==> config.mk <==
export PLATFORM = sky130hd
export DESIGN_NAME = sparse_tree_sum_generator
export DESIGN_NICKNAME = d
export VERILOG_FILES = /design/src/rtl/sparse_tree_sum_generator.sv
export SDC_FILE = /design/constraint.sdc
export NUM_CORES = 1
export LEC_CHECK = 0
export CAP_MARGIN = 20
export CORE_UTILIZATION = 56
export CTS_CLUSTER_SIZE = 12
export DETAILED_ROUTE_END_ITERATION = 6
export GPL_TIMING_DRIVEN = 0
export PLACE_DENSITY = 0.87
export SLEW_MARGIN = 20
export SYNTH_ARGS = -nofsm -noshare
export SYNTH_HDL_FRONTEND = slang
export SYNTH_SLANG_ARGS = --single-unit
==> constraint.sdc <==
create_clock -name clk -period 3.9 [get_ports clk]
set_input_delay 0.78 -clock clk [delete_from_list [all_inputs] [get_ports clk]]
set_output_delay 0.78 -clock clk [all_outputs]
set_load 0.005 [all_outputs]
==> src/rtl/sparse_tree_sum_generator.sv <==
// ---------------------------------------------------------------------------
// sparse_tree_sum_generator
//
// Consumer end of a 4-sparse carry tree adder. Each 4-bit group precomputes
// its sum for a group carry-in of 0 and of 1, and the group carry supplied by
// the carry generator picks one of the two (carry-select). The supplied
// carries are trusted; they are never checked against the operands.
//
// Two-stage pipeline with valid/ready handshakes on both sides:
//   S1 : per-group sum pair + per-group select bit + carry_out
//   S2 : selected sum, carry_out (and overflow)
// An accepted bundle reaches the outputs two cycles later when nothing stalls,
// and a full pipe accepts and delivers in the same cycle without a bubble.
//
// Optional feature: define SPARSE_SUM_OVERFLOW_EN to add the signed overflow
// output, registered together with sum.
//
// Parameters:
//   N_BIT      operand width, multiple of 4, >= 8
//
// Ports:
//   clk        clock, rising edge
//   rst_n      asynchronous active-low reset
//   in_valid   operand/carry bundle valid
//   in_ready   bundle accepted this cycle (combinational, independent of in_valid)
//   operand_1  addend A
//   operand_2  addend B
//   carry_in   adder carry-in
//   carries    carries[j] = carry out of bits 4j+3..0
//   out_valid  result valid
//   out_ready  downstream accepts result
//   sum        A + B + carry_in, mod 2^N_BIT
//   carry_out  carries[N_BIT/4-1] of the same bundle
//   overflow   signed overflow (only with SPARSE_SUM_OVERFLOW_EN)
// ---------------------------------------------------------------------------
module sparse_tree_sum_generator #(
    parameter int N_BIT = 32
) (
    input  logic               clk,
    input  logic               rst_n,
    input  logic               in_valid,
    output logic               in_ready,
    input  logic [N_BIT-1:0]   operand_1,
    input  logic [N_BIT-1:0]   operand_2,
    input  logic               carry_in,
    input  logic [N_BIT/4-1:0] carries,
    output logic               out_valid,
    input  logic               out_ready,
    output logic [N_BIT-1:0]   sum,
    output logic               carry_out
`ifdef SPARSE_SUM_OVERFLOW_EN
    ,
    output logic               overflow
`endif
);

    localparam int G = N_BIT / 4;

    typedef logic [G-1:0][3:0] nibbles_t;

    // -----------------------------------------------------------------------
    // Handshake / stall control
    // -----------------------------------------------------------------------
    logic s1_valid;
    logic s2_advance;
    logic s1_advance;
    logic accept;

    assign s2_advance = !out_valid || out_ready;
    assign s1_advance = !s1_valid || s2_advance;
    assign in_ready   = s1_advance;
    assign accept     = in_valid && in_ready;

    // -----------------------------------------------------------------------
    // S1 combinational precompute
    // -----------------------------------------------------------------------
    nibbles_t       s0_d;
    nibbles_t       s1_d;
    logic [G-1:0]   sel_d;

    // NOTE: every signal driven in an always_comb gets a default before any
    // conditional or loop assignment, so no path can leave it unassigned and
    // infer a latch.
    always_comb begin
        s0_d = '0;
        s1_d = '0;
        for (int j = 0; j < G; j++) begin
            s0_d[j] = operand_1[4*j +: 4] + operand_2[4*j +: 4];
            s1_d[j] = s0_d[j] + 4'd1;
        end
    end

    // Group 0 takes the adder carry-in; group j takes the carry out of group j-1.
    assign sel_d = {carries[G-2:0], carry_in};

`ifdef SPARSE_SUM_OVERFLOW_EN
    // Carry into the MSB for both possible carry-ins of the top group: the
    // carry out of that group's low three bits.
    logic [3:0] msb_sum0;
    logic [3:0] msb_sum1;

    assign msb_sum0 = {1'b0, operand_1[N_BIT-2 -: 3]} + {1'b0, operand_2[N_BIT-2 -: 3]};
    assign msb_sum1 = msb_sum0 + 4'd1;
`endif

    // -----------------------------------------------------------------------
    // S1 registers
    // -----------------------------------------------------------------------
    nibbles_t       s0_q;
    nibbles_t       s1_q;
    logic [G-1:0]   sel_q;
    logic           carry_out_s1;
`ifdef SPARSE_SUM_OVERFLOW_EN
    logic           msb_c0_q;
    logic           msb_c1_q;
`endif

    // NOTE: sequential state is written only with non-blocking assignments so
    // every register samples pre-edge values regardless of block ordering.
    // NOTE: the stage data registers are reset along with the valid bits so a
    // discarded bundle never leaves visible or stale data behind.
    always_ff @(posedge clk or negedge rst_n) begin
        if (!rst_n) begin
            s1_valid     <= 1'b0;
            s0_q         <= '0;
            s1_q         <= '0;
            sel_q        <= '0;
            carry_out_s1 <= 1'b0;
`ifdef SPARSE_SUM_OVERFLOW_EN
            msb_c0_q     <= 1'b0;
            msb_c1_q     <= 1'b0;
`endif
        end else if (accept) begin
            s1_valid     <= 1'b1;
            s0_q         <= s0_d;
            s1_q         <= s1_d;
            sel_q        <= sel_d;
            carry_out_s1 <= carries[G-1];
`ifdef SPARSE_SUM_OVERFLOW_EN
            msb_c0_q     <= msb_sum0[3];
            msb_c1_q     <= msb_sum1[3];
`endif
        end else if (s1_advance) begin
            // Contents moved on (or stage was already empty); data held as-is.
            s1_valid <= 1'b0;
        end
    end

    // -----------------------------------------------------------------------
    // S2 select
    // -----------------------------------------------------------------------
    logic [N_BIT-1:0] sum_d;

    always_comb begin
        sum_d = '0;
        for (int j = 0; j < G; j++) begin
            sum_d[4*j +: 4] = sel_q[j] ? s1_q[j] : s0_q[j];
        end
    end

`ifdef SPARSE_SUM_OVERFLOW_EN
    logic overflow_d;
    assign overflow_d = (sel_q[G-1] ? msb_c1_q : msb_c0_q) ^ carry_out_s1;
`endif

    // -----------------------------------------------------------------------
    // S2 registers
    // -----------------------------------------------------------------------
    always_ff @(posedge clk or negedge rst_n) begin
        if (!rst_n) begin
            out_valid <= 1'b0;
            sum       <= '0;
            carry_out <= 1'b0;
`ifdef SPARSE_SUM_OVERFLOW_EN
            overflow  <= 1'b0;
`endif
        end else if (s2_advance) begin
            out_valid <= s1_valid;
            if (s1_valid) begin
                sum       <= sum_d;
                carry_out <= carry_out_s1;
`ifdef SPARSE_SUM_OVERFLOW_EN
                overflow  <= overflow_d;
`endif
            end
        end
    end

endmodule

Yosys cells after proc, flatten, opt, wreduce, memory -nomap -nowiden --
Cells that the tools add are included.
Operators by class: add/subtract/negate cells 16, multiply operators 0, divide/modulo/power cells 0, order comparisons 0, equal/unequal tests 0, shift-type cells 0, muxes and demuxes 10, bitwise operators 0, reduce and logical (&&, ||, !) cells 7
Operator list (number):
- $add A4 B1 Y4 const B | 8
- $add A4 B4 Y4 | 8
- $mux W4 | 8
- $logic_not A1 Y1 | 2
- $logic_or A1 B1 Y1 | 2
- $mux W1 | 2
- $reduce_and A2 Y1 | 1
- $reduce_bool A2 Y1 | 1
- $logic_and A1 B1 Y1 | 1
Word-level totals: flip-flop bits (word level) 108, latch bits 0, RAM bits 0, ROM bits 0, input bits 77, output and inout port bits 35, word-level logic and storage cells 55, memories 0

Depth between registers and ports, before layout --
depth in word-level cells 5, gate-level depth with buffers 7, gate-level depth less buffers 7

Worst setup path before layout --
OpenSTA, ideal clock, no wires.
kind input port to flip-flop, start in operand_1[16], end reg s1_q[19] (netlist bit), library setup time 125 ps, arrival time 2177 ps, required time 3775 ps, setup slack 1599 ps, stages on the path 7, path buffers 0, path through ha_1 > inv_1 > fa_1 > xor2_1 > nor3b_1 > xnor3_1 > mux2_2
On the way: word-level cells in the longest chain between the ends 2
RTL lines:
- start: declaration | line 43 | input logic [N_BIT-1:0] operand_1,
- $add A4 B4 Y4 | line 88 | s0_d[j] = operand_1[4*j +: 4] + operand_2[4*j +: 4];
- $add A4 B1 Y4 | line 89 | s1_d[j] = s0_d[j] + 4'd1;
- end signal: assignment | line 126 | s1_q <= '0;
- end signal: assignment | line 136 | s1_q <= s1_d;
- end: declaration | line 110 | nibbles_t s1_q;
Every way passes these cells. A chain may end at the register's enable or synchronous reset.

Final worst setup path --
start in out_ready, end out in_ready
On the way: word-level cells in the longest chain between the ends 2
RTL lines:
- start: declaration | line 48 | input logic out_ready,
- $logic_or A1 B1 Y1 | line 69 | assign s2_advance = !out_valid || out_ready;
- $logic_or A1 B1 Y1 | line 70 | assign s1_advance = !s1_valid || s2_advance;
- end: declaration | line 42 | output logic in_ready,
Every way passes these cells.

==> impl_metrics.csv <==
group,metric,value,unit
run_status,outcome,"completed",
power_and_ir_drop,peakVddDrop,210,uV
setup_path,critPathArrivalTime,2.07,ns
layout,final_core_util,74.3,%
floorplanning,die_area,10100,um^2
floorplanning,initial_utilization,58.3,%
power_and_ir_drop,power_frac_comb,31.7,%
synthesis,synth_top_cell_by_area,"dfrtp_1",
synthesis,yosys.area_share.simple,5.34,%
sta,rsz0062_at_grt,"false",
floorplanning,coreArea,9330,um^2
synthesis,synth_fa_ha_area_share,10.3,%
route,route.detailed.drc,0,
synthesis,synth.distinct_cells,26,
route,routed_via_density,5.34,
synthesis,synth_xor_area_share,8.76,%
layout,drive_above_1_share,13.5,%
cts,clock_latency,0.36,ns
power_and_ir_drop,p_sw_share,29.5,%
route,wl,11700,um
placement,gp_congestion,0.767,
sta,slew-limit-headroom,56.0,%
cts,cts_tree,"done",
min_path,hp-class,"input port to async pin",
layout,postLayoutCellArea,6930,um^2
synthesis,yosysTopAreaCellShare,49.7,%
cts,cts_made_buffers,9,
placement,dpl-instance-area,6740,um^2
floorplanning,fp.dieH,101,um
synthesis,synthMuxAreaShare,15.8,%
power_and_ir_drop,p_per_area,470,nW/um^2
power_and_ir_drop,p_clk_share,19.7,%
route,num_vias,3737,
setup_path,timing.rr.end,"s0_q[3]",
synthesis,synthCells,443,
sta,post-route-period-util,73.1,%
sta,slew_viol_final,0,
layout,nets,683,
placement,dp_slack,0.978,ns
power_and_ir_drop,p_int,2.30,mW
setup_path,reg2reg_depth,4,
layout,diodes,0,
synthesis,synth_top_family_by_area,"multiplexers",
power_and_ir_drop,p_total,3.26,mW
setup_path,critPathLaunchType,"input port",
route,wl_per_cell,16.7,um
placement,place_hpwl,8810,um
synthesis,synth_nets,560,
sta,period_minus_slack,2.85,ns
setup_path,worstSetupEndpointType,"output port",
power_and_ir_drop,p_leak,3.17,nW
global_routing,grt_pass1_vias,3888,
cts,cts_setup_buffers,0,
setup_path,rrSetupSlack,2.15,ns
sta,layout_setup_ws,1.05,ns
route,first_pass_iters,4,
cts,h-tree-depth,3,
sta,hold-worst-slack,0.355,ns
sta,finClkSkew,0.0103,ns
cts,cts_sinks,108,
cts,clkTransAtPathRegs,0.10,ns
synthesis,ys_top_cells_by_area,"dfrtp_1 (50%), mux2_2 (9.9%), ha_1 (7.4%), mux2i_1 (5.9%), o21ai_0 (4.8%)",
setup_path,reg2reg_from,"out_valid",
layout,areaGrowthSynthToFinish,27.4,%
sta,max_clock_freq,351,MHz
cts,clk_path_buf_depth,2,
route,drt_iter0_markers,109,
power_and_ir_drop,p_switching,0.960,mW
global_routing,grt_max_degree,56,
floorplanning,die_x,101,um
synthesis,synth.avg_cell_area,12.3,um^2
setup_path,critPathKind,"input port to output port",
floorplanning,num_rows,35,
setup_path,critPathRequiredTime,3.12,ns
global_routing,grt_use_total,24.6,%
cts,hold_buffers,0,
synthesis,synth-seq-cells,108,
floorplanning,io_pins,112,
power_and_ir_drop,power_frac_seq,48.6,%
sta,setup_viol,0,
cts,cts_root_buf,"clkbuf_8",
sta,hold_viol,0,
sta,max_slew.worst_pin.slew,0.659,ns
global_routing,antenna_found_initial,0,
synthesis,seq_area_frac_synth,49.7,%
flow_run,drv_cap,0,
setup_path,path_max_fanout,5,
route,detail-route-antenna-nets,0,
placement,io_buffers,111,
global_routing,grt-ovfl-total,0,
global_routing,grt_pass1_wl,18700,um
cts,ctsResizeCount,0,
synthesis,netlist_area,5440,um^2
synthesis,synth_warnings,0,
synthesis,synth_compound_area_share,7.50,%
## cell type report
type | instances | area (um^2)
clock inverter | 5 | 35.0
timing repair buffer | 112 | 1140
sequential | 108 | 2700
multi-input combinational | 306 | 2600
clock buffer | 11 | 151
tap | 129 | 161
buffer | 25 | 125
fill | 657 | 2400
inverter | 4 | 15.0
## critical path, cell delays in order
cell	delay, ns
clkdlybuf4s50_1	0.50
nand3b_1	0.22
clkdlybuf4s50_1	0.57
## through the flow
step	instances	setup TNS [ns]
after floorplan	443	0
after global placement	683	-188.40
after detailed placement	684	0
after CTS	700	0
after global routing	700	0
final	700	0
## cell families (layout without fill, tap and decap cells)
group,after synthesis,count (layout)
XOR/XNOR,40,40
AND/OR/NAND/NOR,71,71
buffers and inverters,29,157
flip-flops,108,108
multiplexers,80,80
adder cells (fa/ha/maj),40,40
AO/OA/AOI/OAI,75,75
## routing by layer
layer  global-route usage, %  up-vias  share of wire (%)
met5                       0        -                  0
met4                    8.70        0                1.3
met3                    3.61       17                5.5
met2                    44.1      109                 52
met1                    30.5     1839                 41
li1                        -     1772                  -
## registers in the layout, summed over array words and instances (netlist names)
register / flops
s0_q: 32
sel_q: 8
carry_out_s1: 1
carry_out: 1
s1_valid: 1
sum: 32
s1_q: 32
out_valid: 1
## cell usage after synthesis, drive strengths merged
library cell,n
mux2i,32
xnor3,1
nand3,7
xnor2,7
inv,4
xor2,25
a21oi,9
a21o,8
o21ai,57
buf,19
fa,8
mux2,48
nor3b,1
nand2,59
xor3,7
clkbuf,6
nand3b,1
dfrtp,108
ha,32
nand2b,3
a31oi,1
## power by group through the flow
stage	Combinational (mW)	Sequential, mW	Clock, mW
after floorplan	0.551	1.57	0
after global placement	0.987	1.58	0
after detailed placement	1.04	1.61	0
after CTS	1.05	1.58	0.650
after global routing	1.14	1.62	0.698
final	1.03	1.58	0.641
## how the worst max path moves through the flow
stage | to | startpoint | slack (ns) | cells past startpoint
6_report | in_ready | out_ready | 1.05 | 3
2_1_floorplan | s1_q[19] | operand_1[16] | 1.60 | 7
5_1_grt | in_ready | out_ready | 1.00 | 3
4_1_cts | in_ready | out_ready | 1.04 | 3
3_5_place_dp | s1_q[19] | operand_1[16] | 0.98 | 8
3_3_place_gp | s0_q[16] | rst_n | -1.75 | 1
## cells in the final DEF (no fill, tap or decap), drive strengths merged, types with 8 or more instances in the layout
cell type,count
ha,32
o21ai,57
nand2,59
a21oi,9
dfrtp,108
clkdlybuf4s50,110
clkbuf,17
xor2,25
mux2i,32
buf,21
mux2,48
fa,8
a21o,8
Note: power is estimated with default switching activity, not from simulation.
